--- src/rtl/pixel_readout.sv ---
// Receive side of the pixel state machine: tracks erase/expose/convert/read phases, drives the ADC ramp
// and queues tagged pixel samples in a FWFT FIFO. Optional macro PIXEL_READOUT_GRAY_EN selects Gray-coded ramp/pixel codes.
module pixel_readout #(
    parameter int num_pixels = 64,
    parameter int data_width = 8,
    parameter int fifo_depth = 4
) (
    input  logic                                  clk,
    input  logic                                  reset_n,
    input  logic                                  erase,
    input  logic                                  expose,
    input  logic                                  convert,
    input  logic                                  read,
    input  logic [$clog2(num_pixels)/2-1:0]       row_addr,
    input  logic [$clog2(num_pixels)/2-1:0]       col_addr,
    output logic [data_width-1:0]                 ramp_cnt,
    input  logic [data_width-1:0]                 pix_data,
    output logic [data_width-1:0]                 out_data,
    output logic [2*($clog2(num_pixels)/2)-1:0]   out_addr,
    output logic                                  out_valid,
    input  logic                                  out_ready,
    output logic                                  frame_done,
    output logic                                  overflow
);

    localparam int AW = $clog2(num_pixels) / 2;
    localparam int CW = $clog2(num_pixels) + 1;
    localparam int PW = $clog2(fifo_depth);

    localparam logic [data_width-1:0] RAMP_ZERO = {data_width{1'b0}};
    localparam logic [data_width-1:0] RAMP_ONE  = {{(data_width-1){1'b0}}, 1'b1};
    localparam logic [data_width-1:0] RAMP_MAX  = {data_width{1'b1}};
    localparam logic [CW-1:0]         CNT_ZERO  = {CW{1'b0}};
    localparam logic [CW-1:0]         CNT_ONE   = {{(CW-1){1'b0}}, 1'b1};
    localparam logic [CW-1:0]         CNT_FRAME = CW'(num_pixels);
    localparam logic [PW-1:0]         PTR_ZERO  = {PW{1'b0}};
    localparam logic [PW-1:0]         PTR_ONE   = {{(PW-1){1'b0}}, 1'b1};
    localparam logic [PW:0]           OCC_ZERO  = {(PW+1){1'b0}};
    localparam logic [PW:0]           OCC_ONE   = {{PW{1'b0}}, 1'b1};
    localparam logic [PW:0]           OCC_FULL  = (PW+1)'(fifo_depth);

    typedef enum logic [2:0] {
        ST_IDLE    = 3'd0,
        ST_ERASE   = 3'd1,
        ST_EXPOSE  = 3'd2,
        ST_CONVERT = 3'd3,
        ST_READ    = 3'd4
    } state_t;

`ifdef PIXEL_READOUT_GRAY_EN
    function automatic logic [data_width-1:0] bin_to_gray(input logic [data_width-1:0] b);
        return b ^ (b >> 1);
    endfunction

    function automatic logic [data_width-1:0] gray_to_bin(input logic [data_width-1:0] g);
        logic [data_width-1:0] b;
        b[data_width-1] = g[data_width-1];
        for (int i = data_width - 2; i >= 0; i--) begin
            b[i] = b[i+1] ^ g[i];
        end
        return b;
    endfunction
`endif

    state_t                  state_r, next_state_s;
    logic [data_width-1:0]   ramp_bin_r, ramp_next_s, ramp_cnt_r, ramp_out_s;
    logic [CW-1:0]           pix_cnt_r, pix_cnt_next_s, pix_cnt_inc_s;
    logic                    frame_done_r, frame_next_s;
    logic                    overflow_r, overflow_next_s;
    logic                    clear_s, sample_s, push_s, pop_s, full_s;
    logic [data_width-1:0]   push_data_s;
    logic [data_width-1:0]   mem_data_r [fifo_depth];
    logic [2*AW-1:0]         mem_addr_r [fifo_depth];
    logic [PW-1:0]           wr_ptr_r, rd_ptr_r;
    logic [PW:0]             occ_r, occ_next_s;
    logic                    out_valid_r;

    // Strobe priority: erase > expose > convert > read, otherwise idle
    always_comb begin
        next_state_s = ST_IDLE;
        if (erase) begin
            next_state_s = ST_ERASE;
        end else if (expose) begin
            next_state_s = ST_EXPOSE;
        end else if (convert) begin
            next_state_s = ST_CONVERT;
        end else if (read) begin
            next_state_s = ST_READ;
        end else begin
            next_state_s = ST_IDLE;
        end
    end

    // Phase actions, ramp/counter/FIFO next values derived from the winning strobe
    always_comb begin
        clear_s     = 1'b0;
        sample_s    = 1'b0;
        ramp_next_s = ramp_bin_r;
        case (next_state_s)
            ST_ERASE: begin
                clear_s     = 1'b1;
                ramp_next_s = RAMP_ZERO;
            end
            ST_CONVERT: begin
                if (state_r != ST_CONVERT) begin
                    ramp_next_s = RAMP_ZERO;
                end else if (ramp_bin_r != RAMP_MAX) begin
                    ramp_next_s = ramp_bin_r + RAMP_ONE;
                end else begin
                    ramp_next_s = ramp_bin_r;
                end
            end
            ST_READ:  sample_s = 1'b1;
            default:  sample_s = 1'b0;
        endcase

`ifdef PIXEL_READOUT_GRAY_EN
        ramp_out_s  = bin_to_gray(ramp_next_s);
        push_data_s = gray_to_bin(pix_data);
`else
        ramp_out_s  = ramp_next_s;
        push_data_s = pix_data;
`endif

        full_s = (occ_r == OCC_FULL);
        pop_s  = out_valid_r && out_ready;
        // A full FIFO still accepts a sample when its head leaves on the same edge
        push_s = sample_s && (!full_s || pop_s);

        pix_cnt_inc_s  = pix_cnt_r + CNT_ONE;
        pix_cnt_next_s = pix_cnt_r;
        frame_next_s   = 1'b0;
        if (clear_s) begin
            pix_cnt_next_s = CNT_ZERO;
        end else if (sample_s) begin
            if (pix_cnt_inc_s == CNT_FRAME) begin
                pix_cnt_next_s = CNT_ZERO;
                frame_next_s   = 1'b1;
            end else begin
                pix_cnt_next_s = pix_cnt_inc_s;
            end
        end else begin
            pix_cnt_next_s = pix_cnt_r;
        end

        if (clear_s) begin
            overflow_next_s = 1'b0;
        end else if (sample_s && !push_s) begin
            overflow_next_s = 1'b1;
        end else begin
            overflow_next_s = overflow_r;
        end

        case ({push_s, pop_s})
            2'b10:   occ_next_s = occ_r + OCC_ONE;
            2'b01:   occ_next_s = occ_r - OCC_ONE;
            default: occ_next_s = occ_r;
        endcase
    end

    // Phase state register
    always_ff @(posedge clk or negedge reset_n) begin
        if (!reset_n) begin
            state_r <= ST_IDLE;
        end else begin
            state_r <= next_state_s;
        end
    end

    // Ramp, pixel counter and status flags
    always_ff @(posedge clk or negedge reset_n) begin
        if (!reset_n) begin
            ramp_bin_r   <= RAMP_ZERO;
            ramp_cnt_r   <= RAMP_ZERO;
            pix_cnt_r    <= CNT_ZERO;
            frame_done_r <= 1'b0;
            overflow_r   <= 1'b0;
        end else begin
            ramp_bin_r   <= ramp_next_s;
            ramp_cnt_r   <= ramp_out_s;
            pix_cnt_r    <= pix_cnt_next_s;
            frame_done_r <= frame_next_s;
            overflow_r   <= overflow_next_s;
        end
    end

    // Output FIFO storage and pointers
    always_ff @(posedge clk or negedge reset_n) begin
        if (!reset_n) begin
            for (int i = 0; i < fifo_depth; i++) begin
                mem_data_r[i] <= RAMP_ZERO;
                mem_addr_r[i] <= {(2*AW){1'b0}};
            end
            wr_ptr_r    <= PTR_ZERO;
            rd_ptr_r    <= PTR_ZERO;
            occ_r       <= OCC_ZERO;
            out_valid_r <= 1'b0;
        end else begin
            if (push_s) begin
                mem_data_r[wr_ptr_r] <= push_data_s;
                mem_addr_r[wr_ptr_r] <= {row_addr, col_addr};
                wr_ptr_r             <= wr_ptr_r + PTR_ONE;
            end
            if (pop_s) begin
                rd_ptr_r <= rd_ptr_r + PTR_ONE;
            end
            occ_r       <= occ_next_s;
            out_valid_r <= (occ_next_s != OCC_ZERO);
        end
    end

    assign ramp_cnt   = ramp_cnt_r;
    assign out_data   = mem_data_r[rd_ptr_r];
    assign out_addr   = mem_addr_r[rd_ptr_r];
    assign out_valid  = out_valid_r;
    assign frame_done = frame_done_r;
    assign overflow   = overflow_r;

endmodule

--- config.mk ---
export PLATFORM = sky130hd
export DESIGN_NAME = pixel_readout
export DESIGN_NICKNAME = d
export VERILOG_FILES = /design/src/rtl/pixel_readout.sv
export SDC_FILE = /design/constraint.sdc
export NUM_CORES = 1
export LEC_CHECK = 0
export BUFFER_PORTS_ARGS = -buffer_cell sky130_fd_sc_hd__buf_2
export CORE_MARGIN = 5
export CORE_UTILIZATION = 41
export CTS_BUF_LIST = sky130_fd_sc_hd__clkbuf_4
export CTS_CLUSTER_DIAMETER = 40
export DETAILED_ROUTE_END_ITERATION = 8
export GPL_ROUTABILITY_DRIVEN = 0
export PLACE_DENSITY = 0.56
export RECOVER_POWER = 25
export SLEW_MARGIN = 40
export SYNTH_ARGS = -nofsm -noshare
export SYNTH_HDL_FRONTEND = slang
export SYNTH_SLANG_ARGS = --single-unit
--- constraint.sdc ---
create_clock -name clk -period 4.21 [get_ports clk]
set_input_delay 1.0525 -clock clk [delete_from_list [all_inputs] [get_ports clk]]
set_output_delay 1.0525 -clock clk [all_outputs]
set_load 0.005 [all_outputs]
==> impl_metrics.csv, run 1 <==
group,metric,value,unit
outcome,outcome,"finished with violations",
outcome,violations,"max-capacitance violations, max-slew violations",
layout,final_cells,489,
place,portBuffers,45,
sta,rsz0062_at_grt,"false",
synth,ys_top_cells_by_area,"dfrtp_1 (50%), mux2_4 (14%), mux4_2 (7.5%), mux2_2 (4.5%), buf_12 (1.9%)",
synth,avgSynthCellArea,13.9,µm²
drt,drt_pass1_iterations,4,
floorplan,core.rowCount,37,
floorplan,start_util,0.413,
clocking,cts_root_buf,"clkbuf_4",
floorplan,io_pins,46,
synth,synth_area,4210,µm²
clocking,postCtsSetupRepairBufs,0,
synth,yosys.area.top_type,"dfrtp_1",
critical_path,cp.required,3.16,ns
power_and_ir_drop,power_density,586,nW/µm²
global_route,grt_first_pass_wirelength,13600,µm
critical_path,critPathLaunchType,"flop",
layout,utilization,0.457,
sta,relSlewSlack,-0.401,
drt,drt_iter0_drc,106,
drt,drcViolationCount,0,
critical_path,cp_slowest_stage_delay,0.75,ns
sta,period_share,0.768,
synth,ys_seq_area_frac,0.500,
layout,antenna_cells,0,
sta,setup_viol_count_final,0,
critical_path,path_cells,"buf_4, mux4_2, buf_2",
synth,synthCells,303,
global_route,gr-usage-all-layers,0.136,
synth,async_reset_ff_frac,1.00,
drt,wl_per_cell,16.4,µm
synth,yosys_warnings,0,
clocking,post_cts_resized,0,
sta,drv_slew,85,
sta,tightest_slew,2.10,ns
layout,drive_gt1_frac,0.391,
synth,ys_ff_latch,84,
global_route,grt_max_degree,85,
critical_path,r2r_setup_slack,2.01,ns
floorplan,die-height,111,µm
synth,synth_ff_type,"dfrtp_1",
critical_path,critPathKind,"flop to output pin",
critical_path,path_max_fanout,10,
floorplan,coreArea,10200,µm²
layout,nFillCells,940,
clocking,cts_sinks,84,
clocking,clockBufferDepth,2,
clocking,cts_buffers,9,
place,dp.cells,473,
critical_path,reg2reg_from,"out_valid",
sta,skew,0.00874,ns
layout,fin_area,4650,µm²
clocking,cts_tree,"built",
min_path,hold_class,"flop to flop",
power_and_ir_drop,irDropWorstVdd,0.326,mV
global_route,grt-ovfl-total,0,
layout,seq_area,2100,µm²
sta,timing.fmax,0.309,GHz
clocking,cts_hold_buf,0,
clocking,clock_latency,0.43,ns
global_route,grt_pass1_vias,2628,
layout,fin_nets,376,
drt,drt-vias-per-instance,5.26,
floorplan,die_w,111,µm
clocking,clkSlewWorstSetupHoldPaths,0.13,ns
clocking,h-tree-depth,3,
critical_path,r2r_end,"mem_data_r[10]",
synth,synth_enable_flop_cells,0,
critical_path,critical_path_arrival,2.18,ns
global_route,antenna_found_initial,0,
place,dp_hpwl,5240,µm
synth,syn_nets,331,
drt,antenna_left,0,
layout,area.growth.synth_to_final,10.6,%
drt,vias,2573,
critical_path,crit_end,"out_data[7]",
power_and_ir_drop,leakagePower,2.13,nW
critical_path,crit_start,"rd_ptr_r[0]",
synth,netlist.area_leader.share,0.500,
floorplan,die_area,12400,µm²
sta,fin_tns_setup,0,ns
drt,routed_wl,8020,µm
sta,hold_viol_final,0,
layout,multi_input_area,1920,µm²
place,placed_cell_area,4500,µm²
flow_run,drv_cap,1,
sta,min_period,3.23,ns
critical_path,cp-end-kind,"output pin",
critical_path,slowest_stage,"dfrtp_1",
critical_path,reg2reg_depth,5,
synth,synth.distinct_cells,47,
-- logic make-up after synthesis --
kind of cell | after synthesis | share of synthesized area
xor gates and xnor gates | 7 | 0.0146
adders and majority gates | 7 | 0.0226
buffers and inverters | 22 | 0.0443
muxes | 75 | 0.273
AOI/OAI and AO/OA | 32 | 0.0503
DFF | 84 | 0.500
and+or+nand+nor | 76 | 0.0960
-- report_power, final --
| part | switching (mW) | total (mW) | internal (mW) | leakage (nW) |
|---|---|---|---|---|
| Combinational | 0.288 | 0.892 | 0.604 | 0.959 |
| Clock | 0.283 | 0.531 | 0.248 | 0.0842 |
| Sequential | 0.228 | 1.30 | 1.08 | 1.09 |
| Total | 0.799 | 2.73 | 1.93 | 2.13 |
-- stage by stage --
stage               setup slack [ns]  total power, mW  hold WS [ns]
floorplan                       1.30             1.94         0.475
global placement               0.984             2.20         0.486
detailed placement             0.934             2.23         0.491
CTS                            0.881             2.77         0.526
global route                   0.818             2.90         0.539
finish                         0.979             2.73         0.518
-- placed cells by master, fill, tap and decap left out, types with 5 or more instances in the layout --
master / Yosys / final
or3_1: 5 / 5
and3_1: 5 / 5
mux2_4: 40 / 40
buf_2: 1 / 43
mux2_2: 17 / 17
o21ai_0: 9 / 9
dfrtp_1: 84 / 84
nor3_1: 6 / 6
clkbuf_4: 0 / 10
inv_1: 5 / 5
nand3_1: 7 / 7
mux4_2: 14 / 14
ha_1: 6 / 6
nor2_1: 13 / 13
nand2_1: 19 / 19
a21oi_1: 10 / 10
-- sequential cells by signal, indices dropped and copies added (netlist names), 2 cells and up --
| register | count |
|---|---|
| pix_cnt_r | 7 |
| mem_data_r | 32 |
| mem_addr_r | 24 |
| ramp_cnt | 8 |
| state_r | 3 |
| rd_ptr_r | 2 |
| wr_ptr_r | 2 |
| occ_r | 3 |
-- layer usage --
layer	vias up	global-route usage	part of all wire
met5	-	0	0
li1	1192	-	-
met1	1310	0.183	0.46
met4	0	0.0414	0.011
met3	11	0.0409	0.050
met2	60	0.214	0.47
-- critical path: cells and delay by family, from the launching register on --
kind	cells	cell delay, ns
muxes	1	0.53
buffers and inverters	2	0.46
DFF	1	0.75
-- cell usage after synthesis, drive strengths merged (2+ instances only) --
cell    count
dfrtp      84
ha          6
inv         5
o21ai       9
mux2       57
mux4       14
or3         5
clkbuf      6
nor2       13
a211oi      2
and3        5
buf        10
nand4       2
xor2        3
a21oi      10
nand2      19
mux2i       4
nor2b       3
nand3       7
a31oi       3
xnor2       4
nor3        6
nand2b      3
and2        4
-- cell type report --
cell class / count / share of cell area
Clock buffer: 10 / 0.0161
Tap cell: 136 / 0.0366
Timing Repair Buffer: 50 / 0.0589
Multi-Input combinational cell: 197 / 0.413
Inverter: 6 / 0.00484
Sequential cell: 84 / 0.452
Clock inverter: 6 / 0.0191
-- worst min path at each step --
stage / start / to / slack, ns / cells past startpoint
after floorplan: mem_addr_r[6] / mem_addr_r[6] / 0.48 / 1
after global placement: mem_addr_r[19] / mem_addr_r[19] / 0.49 / 1
after detailed placement: mem_addr_r[21] / mem_addr_r[21] / 0.49 / 1
after CTS: mem_addr_r[1] / mem_addr_r[1] / 0.53 / 1
after global routing: mem_data_r[7] / mem_data_r[7] / 0.54 / 1
final: mem_addr_r[3] / mem_addr_r[3] / 0.52 / 1
Note: power is estimated with default switching activity, not from simulation.
==> run 2: changes to the inputs <==
--- a/config.mk
+++ b/config.mk
@@ -5,6 +5,7 @@
 export SDC_FILE = /design/constraint.sdc
 export NUM_CORES = 1
 export LEC_CHECK = 0
+export ABC_AREA = 1
 export BUFFER_PORTS_ARGS = -buffer_cell sky130_fd_sc_hd__buf_2
 export CORE_MARGIN = 5
 export CORE_UTILIZATION = 41
==> constraint.sdc (replaced) <==
create_clock -name clk -period 3.15 [get_ports clk]
set_input_delay 0.7875 -clock clk [delete_from_list [all_inputs] [get_ports clk]]
set_output_delay 0.7875 -clock clk [all_outputs]
set_load 0.005 [all_outputs]
==> impl_metrics.csv, run 2 <==
group,metric,value,unit
outcome,outcome,"finished with violations",
outcome,violations,"max-capacitance violations, max-slew violations",
clocking,cts_hold_buf,0,
drt,drt_pass1_iterations,4,
synth,yosys_warnings,0,
sta,period_share,0.798,
clocking,cts_buffers,9,
floorplan,die_area,11900,µm²
layout,multi_input_area,1640,µm²
synth,async_reset_ff_frac,1.00,
critical_path,reg2reg_depth,10,
sta,timing.fmax,0.398,GHz
critical_path,cp-end-kind,"output pin",
layout,antenna_cells,0,
global_route,grt_pass1_vias,3149,
drt,routed_wl,8760,µm
min_path,min_path_cells,2,
layout,fin_nets,546,
layout,seq_area,2100,µm²
critical_path,slowest_stage,"dfrtp_1",
floorplan,core.rowCount,36,
synth,synthCells,473,
clocking,clock_latency,0.42,ns
global_route,antenna_found_initial,0,
power_and_ir_drop,power_density,791,nW/µm²
critical_path,cp.required,2.36,ns
critical_path,critPathKind,"flop to output pin",
synth,synth_area,4040,µm²
clocking,clockBufferDepth,2,
layout,area.growth.synth_to_final,11.1,%
critical_path,critical_path_arrival,1.73,ns
layout,nFillCells,995,
sta,min_period,2.51,ns
sta,fin_tns_setup,0,ns
drt,drcViolationCount,0,
layout,utilization,0.463,
clocking,cts_tree,"built",
clocking,h-tree-depth,3,
place,dp_hpwl,5580,µm
clocking,postCtsSetupRepairBufs,0,
synth,synth_enable_flop_cells,0,
clocking,cts_sinks,84,
sta,tightest_slew,2.07,ns
power_and_ir_drop,leakagePower,2.29,nW
layout,drive_gt1_frac,0.176,
sta,setup_viol_count_final,0,
global_route,grt-ovfl-total,0,
floorplan,coreArea,9680,µm²
drt,vias,3195,
global_route,grt_first_pass_wirelength,15000,µm
flow_run,drv_cap,1,
drt,wl_per_cell,13.4,µm
place,placed_cell_area,4360,µm²
synth,synth_ff_type,"dfrtp_1",
layout,largest_register_ffs,32,
floorplan,io_pins,46,
layout,final_common_cell,"nand2_1",
sta,skew,0.0204,ns
power_and_ir_drop,irDropWorstVdd,0.468,mV
critical_path,cp_slowest_stage_delay,0.39,ns
global_route,gr-usage-all-layers,0.160,
synth,ys_top_cells_by_area,"dfrtp_1 (52%), nand2_1 (11%), o21ai_1 (4.8%), nor2_1 (4.5%), o21ai_0 (4.3%)",
drt,drt_iter0_drc,187,
synth,synth_most_common_cell,"nand2_1",
floorplan,die-height,109,µm
drt,drt-vias-per-instance,4.87,
synth,netlist.area_leader.share,0.521,
sta,rsz0062_at_grt,"false",
sta,drv_slew,85,
synth,syn_nets,501,
layout,top_register,"mem_data_r",
min_path,hold_class,"flop to flop",
critical_path,path_max_fanout,14,
place,portBuffers,45,
synth,post_synth_most_frequent_cells,"nand2_1 (123), dfrtp_1 (84), nor2_1 (48), inv_1 (43), o21ai_1 (39)",
synth,avgSynthCellArea,8.53,µm²
critical_path,critPathLaunchType,"flop",
clocking,clkSlewWorstSetupHoldPaths,0.12,ns
critical_path,cp_top_family,"buffers and inverters",
synth,ys_ff_latch,84,
global_route,grt_max_degree,85,
layout,layout_common_cells,"nand2_1 (123), dfrtp_1 (84), nor2_1 (48)",
sta,hold_viol_final,0,
sta,relSlewSlack,-0.378,
layout,final_cells,656,
place,dp.cells,640,
critical_path,path_buf_inv,2,
floorplan,start_util,0.417,
critical_path,path_cells,"inv_1, o21ai_0, o22ai_1, buf_2",
synth,yosys.area.top_type,"dfrtp_1",
clocking,cts_root_buf,"clkbuf_4",
floorplan,die_w,109,µm
clocking,post_cts_resized,0,
power_and_ir_drop,total_power,3.55,mW
synth,ys_seq_area_frac,0.521,
synth,synth.distinct_cells,23,
drt,antenna_left,0,
critical_path,crit_cells,4,
layout,fin_area,4480,µm²
## run 2: worst min-delay path, delay by kind of cell (launching register included)
kind | cells | cell delay (ns)
AOI/OAI and AO/OA | 1 | 0.04
DFF | 1 | 0.36
and+or+nand+nor | 1 | 0.06
## run 2: area by class of cell
class / count / area share
flip-flops and latches: 84 / 0.469
multi-input cells: 328 / 0.366
repair buffers: 50 / 0.0583
inverters: 45 / 0.0388
well taps: 133 / 0.0371
clock buffers: 10 / 0.0167
clock inverters: 6 / 0.0142
## run 2: cells by family after synthesis
kind of cell    Yosys count  share of synthesized area
buf+inv                  61                     0.0728
flops                    84                      0.521
fa+ha+maj                 7                     0.0236
simple gates            209                      0.219
xor+xnor                  4                    0.00868
compound gates          108                      0.155
## run 2: power by group
group / leakage [nW] / switching [mW] / total, mW / internal [mW]
sequential: 1.09 / 0.181 / 1.60 / 1.42
clock: 0.0744 / 0.371 / 0.623 / 0.252
combinational: 1.12 / 0.782 / 1.32 / 0.541
## run 2: through the flow
| step | hold slack, ns | worst slack (ns) |
|---|---|---|
| 2_1_floorplan | 0.450 | 1.00 |
| 3_3_place_gp | 0.461 | 0.835 |
| 3_5_place_dp | 0.464 | 0.764 |
| 4_1_cts | 0.374 | 0.619 |
| 5_1_grt | 0.516 | 0.382 |
| 6_report | 0.490 | 0.636 |
## run 2: final timing paths
kind                                startpoint             end  slack [ns]
worst min register to register  mem_data_r[19]  mem_data_r[19]        0.49
worst max register to register       out_valid       out_valid        1.41
worst min-delay path            mem_data_r[19]  mem_data_r[19]        0.49
worst max-delay path               rd_ptr_r[1]     out_data[2]        0.64
min in group asynchronous              reset_n        occ_r[0]        1.06
max in group asynchronous              reset_n  mem_addr_r[20]        0.88
## run 2: layer usage
| layer | part of all wire | wire length (µm) | up-vias | GRT usage |
|---|---|---|---|---|
| met1 | 0.48 | 4200 | 1494 | 0.215 |
| met5 | 0 | 0 | - | 0 |
| li1 | - | - | 1634 | - |
| met3 | 0.050 | 434 | 11 | 0.0290 |
| met4 | 0.016 | 143 | 0 | 0.0588 |
| met2 | 0.45 | 3990 | 56 | 0.257 |
